[src/rtl/latex_rx_pkg.sv]
// Shared constants and state encoding for the LaTeX line receiver.
`default_nettype none

package latex_rx_pkg;

  localparam int          DEPTH    = 32;
  localparam logic [7:0]  CRC_POLY = 8'h07;
  localparam logic [7:0]  CRC_INIT = 8'h00;
  localparam logic [7:0]  NUL_CHAR = 8'h00;

  typedef enum logic [1:0] {
    ST_IDLE    = 2'd0,
    ST_RECV    = 2'd1,
    ST_DISCARD = 2'd2,
    ST_DONE    = 2'd3
  } rx_state_e;

endpackage

`default_nettype wire

[src/rtl/latex_line_receiver_crc8_step.sv]
// One byte of a non-reflected, MSB-first CRC-8 update (purely combinational).
`default_nettype none

module crc8_step #(
  parameter logic [7:0] CRC_POLY = 8'h07
) (
  input  logic [7:0] crc_in,
  input  logic [7:0] data_byte,
  output logic [7:0] crc_out
);

  always_comb begin
    crc_out = crc_in ^ data_byte;
    for (int i = 0; i < 8; i++) begin
      crc_out = crc_out[7] ? ((crc_out << 1) ^ CRC_POLY) : (crc_out << 1);
    end
  end

endmodule

`default_nettype wire

[src/rtl/latex_line_receiver.sv]
// Collects NUL-terminated ASCII frames into a buffer with a running CRC-8,
// holding each completed frame until the consumer acknowledges it.
`default_nettype none

module latex_line_receiver #(
  parameter int         DEPTH    = latex_rx_pkg::DEPTH,
  parameter logic [7:0] CRC_POLY = latex_rx_pkg::CRC_POLY,
  parameter logic [7:0] CRC_INIT = latex_rx_pkg::CRC_INIT
) (
  input  logic                       clk,
  input  logic                       rst,
  input  logic                       in_valid,
  input  logic [7:0]                 in_data,
  output logic                       in_ready,
  output logic                       frame_valid,
  output logic [$clog2(DEPTH):0]     frame_len,
  output logic [7:0]                 frame_crc,
  output logic                       frame_ovf,
  input  logic                       frame_ack,
  input  logic [$clog2(DEPTH)-1:0]   rd_addr,
  output logic [7:0]                 rd_data
);

  import latex_rx_pkg::*;

  localparam int ADDR_W = $clog2(DEPTH);
  localparam int LEN_W  = ADDR_W + 1;
  localparam logic [LEN_W-1:0] LEN_MAX = LEN_W'(DEPTH);

  rx_state_e          state_q, state_d;
  logic [LEN_W-1:0]   len_q, len_d;
  logic [7:0]         crc_q, crc_d;
  logic               ovf_q, ovf_d;
  logic [7:0]         rd_data_q, rd_data_d;
  logic [7:0]         buf_mem [DEPTH];

  logic               xfer;
  logic               is_nul;
  logic               wr_en;
  logic [ADDR_W-1:0]  wr_addr;
  logic [7:0]         crc_next;

  crc8_step #(
    .CRC_POLY (CRC_POLY)
  ) u_crc8_step (
    .crc_in    (crc_q),
    .data_byte (in_data),
    .crc_out   (crc_next)
  );

  assign in_ready = (state_q != ST_DONE);
  assign xfer     = in_valid && in_ready;
  assign is_nul   = (in_data == NUL_CHAR);

  always_comb begin
    state_d = state_q;
    len_d   = len_q;
    crc_d   = crc_q;
    ovf_d   = ovf_q;
    wr_en   = 1'b0;
    wr_addr = len_q[ADDR_W-1:0];

    case (state_q)
      ST_IDLE: begin
        // NULs arriving between frames are padding and are dropped here
        if (xfer && !is_nul) begin
          wr_en   = 1'b1;
          len_d   = LEN_W'(1);
          crc_d   = crc_next;
          state_d = ST_RECV;
        end
      end
      ST_RECV: begin
        if (xfer) begin
          if (is_nul) begin
            state_d = ST_DONE;
          end else if (len_q < LEN_MAX) begin
            wr_en = 1'b1;
            len_d = len_q + LEN_W'(1);
            crc_d = crc_next;
          end else begin
            ovf_d   = 1'b1;
            state_d = ST_DISCARD;
          end
        end
      end
      ST_DISCARD: begin
        if (xfer && is_nul) begin
          state_d = ST_DONE;
        end
      end
      ST_DONE: begin
        if (frame_ack) begin
          len_d   = '0;
          crc_d   = CRC_INIT;
          ovf_d   = 1'b0;
          state_d = ST_IDLE;
        end
      end
      default: state_d = ST_IDLE;
    endcase
  end

  // Reads beyond the stored length return zero, which also hides stale bytes
  always_comb begin
    rd_data_d = 8'h00;
    if ({1'b0, rd_addr} < len_q) begin
      rd_data_d = buf_mem[rd_addr];
    end
  end

  always_ff @(posedge clk) begin
    if (rst) begin
      state_q   <= ST_IDLE;
      len_q     <= '0;
      crc_q     <= CRC_INIT;
      ovf_q     <= 1'b0;
      rd_data_q <= 8'h00;
    end else begin
      state_q   <= state_d;
      len_q     <= len_d;
      crc_q     <= crc_d;
      ovf_q     <= ovf_d;
      rd_data_q <= rd_data_d;
    end
  end

  always_ff @(posedge clk) begin
    if (wr_en && !rst) begin
      buf_mem[wr_addr] <= in_data;
    end
  end

  assign frame_valid = (state_q == ST_DONE);
  assign frame_len   = len_q;
  assign frame_crc   = crc_q;
  assign frame_ovf   = ovf_q;
  assign rd_data     = rd_data_q;

endmodule

`default_nettype wire

[config.mk]
export PLATFORM = sky130hd
export DESIGN_NAME = latex_line_receiver
export DESIGN_NICKNAME = d
export VERILOG_FILES = /design/src/rtl/latex_rx_pkg.sv /design/src/rtl/latex_line_receiver_crc8_step.sv /design/src/rtl/latex_line_receiver.sv
export SDC_FILE = /design/constraint.sdc
export NUM_CORES = 1
export LEC_CHECK = 0
export CAP_MARGIN = 15
export CORE_ASPECT_RATIO = 0.75
export CORE_UTILIZATION = 45
export CTS_BUF_LIST = sky130_fd_sc_hd__clkbuf_16
export CTS_CLUSTER_SIZE = 16
export DETAILED_ROUTE_END_ITERATION = 6
export PLACE_DENSITY_LB_ADDON = 0.05
export SETUP_SLACK_MARGIN = 0.5
export SLEW_MARGIN = 20
export SYNTH_ARGS = -nofsm -noshare
export SYNTH_HDL_FRONTEND = slang
export SYNTH_SLANG_ARGS = --single-unit
[constraint.sdc]
create_clock -name clk -period 3.4 [get_ports clk]
set_clock_uncertainty 0.2 [all_clocks]
set_input_delay 0.34 -clock clk [delete_from_list [all_inputs] [get_ports clk]]
set_output_delay 0.34 -clock clk [all_outputs]
set_load 0.005 [all_outputs]
# Word level (Yosys, flattened, before mapping)

Memories as Yosys holds them, arrays and structs flattened. A register that Yosys moved wholly into a read port is not among the register bits.
Index checks and enable logic that the tools add are counted.

Flip-flop bits (word level): 17
Bits in writable memories: 256
Input bits: 17
Output and inout port bits: 25
Memories kept: 1

Memory list:

| memory  | depth | bits a word | read ports | clocked after Yosys merged registers in | write ports | RTL line                  | RTL |
|---|---|---|---|---|---|---|---|
| buf_mem | 32    | 8           | 1          | 1                                       | 1           | latex_line_receiver.sv:35 | `logic [7:0] buf_mem [DEPTH];` |

$add $sub $neg: 1
Magnitude comparators: 2
Equality and inequality tests: 12
Mux-type cells: 39
Bitwise gates (word level): 10
Reductions and logical operators: 14

Operators by type and width:

| cell                | number |
|---|---|
| $mux 8              | 5 |
| $mux 6              | 5 |
| $mux 3              | 8 |
| $not 3->3           | 8 |
| $pmux 8 s3          | 1 |
| $pmux 6 s3          | 1 |
| $ne 2x2->1 const B  | 7 |
| $mux 2              | 6 |
| $mux 1              | 10 |
| $reduce_and 5->1    | 2 |
| $logic_not 8->1     | 1 |
| $pmux 2 s4          | 1 |
| $xor 8x8->8         | 1 |
| $add 6x1->6 const B | 1 |
| $lt 5x6->1          | 1 |
| $lt 6x6->1 const B  | 1 |
| $reduce_and 6->1    | 1 |
| $eq 2x2->1 const B  | 2 |
| $logic_and 1x1->1   | 4 |
| $pmux 1 s2          | 2 |
| $ne 3x3->1 const B  | 1 |
| $reduce_bool 3->1   | 1 |
| $eq 2x1->1 const B  | 1 |
| $logic_not 1->1     | 2 |
| other kinds (5)     | 5 |

# Logic depth before layout (Yosys ltp)

Depth in word-level cells: 21
Gate-level depth with buffers: 7
Depth with buffers taken out: 7

# Cells and area by module

A second synthesis with hierarchy kept.

Cells, all modules: 640
Area, all modules: 11,447.2 µm²

By module, submodules not included:

| module              | times used | cells each | area each (µm²) | sequential area each (µm²) |
|---|---|---|---|---|
| latex_line_receiver | 1          | 620        | 11,234.5        | 8,187.9 |
| crc8_step           | 1          | 20         | 212.7           | 0.0 |

# Least setup slack after synthesis

No wires, ideal clock.

Path type: reg2reg
From: register state_q[1]
To: memory buf_mem[31][0], enable pin
Library setup time: 370 ps
Arrival time: 1,849 ps
Required time: 2,830 ps
Setup slack: 981 ps
Cell stages (with the launch flop): 7
Buffers on the path: 0
Clock period less this slack: 2,419 ps
Path through: dfxtp_1 -> ha_1 -> nand2b_1 -> a21oi_1 -> o211a_1 -> nand2_1 -> nor2_1

Cells in the longest elaborated chain, start to end: 8
Elaborated cells between the ends (all ways): 11
Classes of those cells: eq/ne (2); mux (5); reduce/logical (4)

Ends and longest elaborated chain:

| what                             | RTL line                   | RTL |
|---|---|---|
| from (decl)                      | latex_line_receiver.sv:30  | `rx_state_e state_q, state_d;` |
| from (signal assigned)           | latex_line_receiver.sv:120 | `state_q <= state_d;` |
| $ne 2x2->1                       | latex_line_receiver.sv:51  | `assign in_ready = (state_q != ST_DONE);` |
| $logic_and 1x1->1                | latex_line_receiver.sv:52  | `assign xfer = in_valid && in_ready;` |
| $logic_and 1x1->1                | latex_line_receiver.sv:66  | `if (xfer && !is_nul) begin` |
| $mux 1                           | latex_line_receiver.sv:66  |  |
| $pmux 1 s2 (*)                   | latex_line_receiver.sv:63  | `case (state_q)` |
| $logic_and 1x1->1 (*)            | latex_line_receiver.sv:129 | `if (wr_en && !rst) begin` |
| $mux 1 (*)                       | latex_line_receiver.sv:129 |  |
| $mux 1 (not written as such) (*) | latex_line_receiver.sv:130 | `buf_mem[wr_addr] <= in_data;` |
| to (decl)                        | latex_line_receiver.sv:35  |  |

Mark *: on every way between the ends. The rest lies on a longest branch, timed or not.

# Worst setup path in the final report

From: register state_q[1]
To: memory buf_mem[21][6], enable pin

Same word-level chain as after synthesis.

==> flow_summary.ini <==
[global_route]
overflow = 0
grt_pass1_wl_mm = 40.4
grt_max_degree = 49
antenna_found_initial = 0
grt_pass1_vias = 6212
gr-usage-all-layers = 0.211

[floorplanning]
dieHeight_um = 141
io_pins = 42
die_x_um = 187
die_area_um2 = 26300
core_um2 = 25100
start_util = 0.461
num_rows = 50

[clock_tree]
cts_tree = done
clkLatencyLatePin_ns = 0.54
clk_path_buf_depth = 3
cts_buffers = 27
cts_root_buf = clkbuf_16
cts_sinks = 281
h-tree-depth = 1
clk_pin_slew_ns = 0.07

[timing]
hold_viol = 0
setup_tns_ns = 0
worst_pin_slew_ns = 0.817
maxSlewHeadroom = 0.453
clock.fmax_ghz = 0.341
slew_violations = 0
rsz0062_at_grt = true
setup_viol = 0
setup_ws_ns = 0.466
finalCritPeriodShare = 0.863
period_needed_ns = 2.93
fin_hold_ws_ns = 0.247

[synth]
synth_seq_cells = 281
ys_async_sr_fraction = 0
avgSynthCellArea_um2 = 18.4
synth_edf_count = 256
synth-main-ff-cell = edfxtp_1
yosysSeqAreaShare = 0.709
synth_nets = 658
yosysWarningCount = 0
synthCells = 627
synth_cell_types = 52
syn-cell-area_um2 = 11600

[routing]
drcViolationCount = 0
via_per_inst = 5.74
drt_pass1_iterations = 5
antenna_left = 0
routedWlPerCell_um = 25.5
routed_wl_mm = 27.0
vias = 6077
drt_iter0_markers = 622

[pwr]
power_density_nw_per_um2 = 596
power_leakage_nw = 4.28
ir_worst_vdd_mv = 0.327
p_total_mw = 7.95

[layout]
final_common_cell = edfxtp_1
fin_area_um2 = 13300
nNetsFinal = 731
n_antenna_cell = 0
layout_common_cells = edfxtp_1 (256), mux4_2 (58), clkdlybuf4s50_1 (37)
syn2layout_area_growth_pct = 15.3
drive_gt1_frac = 0.205
fillCellCount = 2023

[placed_design]
dp_hpwl_mm = 17.5
place_area_um2 = 12500
place_ws_ns = 0.0880
routabilityCongestion = 0.752
port_buffers = 41

[setup_path]
cp.arrival_ns = 2.89
startpoint_type = flop
end_kind = flop
crit_fanout = 8
reg2reg_to = buf_mem[21][6]
cp.required_ns = 3.36
r2r.worst_path.cells = 6
r2r-start = state_q[1]
ff2ff_setup_slack_ns = 0.47
worstSetupPathType = reg2reg

[job]
drv_cap = 0

[worst_hold_path]
whs_path_depth = 2
min_from = frame_ack
hp-class = in2reg
min_to = frame_ovf

[run_status]
status = finished clean
## final cells by class
| type | count | area [um^2] | share of cell area |
|---|---|---|---|
| Clock buffer | 27 | 676 | 0.0507 |
| Clock inverter | 23 | 160 | 0.0120 |
| Sequential cell | 281 | 8190 | 0.614 |
| Tap cell | 338 | 423 | 0.0317 |
| Timing Repair Buffer | 70 | 661 | 0.0496 |
| Inverter | 14 | 52.6 | 0.00394 |
| Multi-Input combinational cell | 306 | 3170 | 0.238 |
## logic make-up (layout without fill, tap and decap cells)
kind of cell	count (synthesis)	count (layout)	share of synthesized area
xor gates and xnor gates	22	22	0.0167
buffers and inverters	40	134	0.0206
adders and majority gates	14	14	0.0152
DFF	281	281	0.709
muxes	83	83	0.143
AOI/OAI and AO/OA	76	76	0.0472
and+or+nand+nor	111	111	0.0484
## metal layers
| layer | vias up | GRT usage | routed length [um] |
|---|---|---|---|
| met5 | - | 0 | 0 |
| met4 | 0 | 0.0505 | 533 |
| met3 | 33 | 0.0319 | 1590 |
| met2 | 186 | 0.312 | 11900 |
| met1 | 3164 | 0.328 | 13000 |
| li1 | 2694 | - | - |
## how the worst max path moves through the flow
stage	from	end	slack [ns]	cells past startpoint
after global placement	in_data[6]	buf_mem[20][3]	0.10	6
after global routing	state_q[1]	buf_mem[21][6]	0.36	6
after detailed placement	in_data[6]	buf_mem[28][3]	0.09	6
after floorplan	state_q[1]	buf_mem[31][0]	0.98	6
final	state_q[1]	buf_mem[21][6]	0.47	6
after CTS	state_q[1]	buf_mem[4][0]	0.49	6
## power breakdown
part	switching, mW	internal (mW)	total, mW	leakage (nW)
Sequential	0.0868	3.86	3.95	2.51
Combinational	0.647	0.498	1.15	1.34
Clock	1.26	1.60	2.85	0.431
Total	1.99	5.96	7.95	4.28
## worst max-delay path, stage by stage (launching register included)
cell,delay (ns)
dfxtp_1,0.36
ha_1,0.31
nand2b_1,0.23
a21oi_1,0.17
o211a_1,0.23
nand2_1,0.37
nor2_1,0.70
## timing repair
action | 4_1_cts | 5_1_grt
buffers inserted | 0 | 0
pin swaps | 0 | 0
hold buffers | 0 | 0
setup endpoints to repair | 8 | 158
resized for setup | 1 | 10
## cells in the mapped netlist, drive strengths merged (11+ instances only)
| library cell | number | area share |
|---|---|---|
| a211oi | 17 | 0.011 |
| a21oi | 25 | 0.011 |
| buf | 11 | 0.011 |
| clkbuf | 15 | 0.0052 |
| dfxtp | 25 | 0.043 |
| edfxtp | 256 | 0.67 |
| ha | 14 | 0.015 |
| inv | 13 | 0.0042 |
| mux2i | 17 | 0.015 |
| mux4 | 64 | 0.13 |
| nand2 | 14 | 0.0045 |
| nor2 | 42 | 0.014 |
| nor2b | 20 | 0.011 |
| xnor2 | 14 | 0.011 |
## per-stage QoR
stage	util	instances
after floorplan	-	627
after global placement	0.496	1009
after detailed placement	0.496	1009
after CTS	0.530	1059
after global routing	0.531	1059
final	0.531	1059
## sequential cells by signal, summed over array words and instances, names as in the netlist
name and flops:
frame_crc 8, state_q 2, frame_ovf 1, rd_data 8
frame_len 6, buf_mem 256
(Power assumes the default switching activity.)
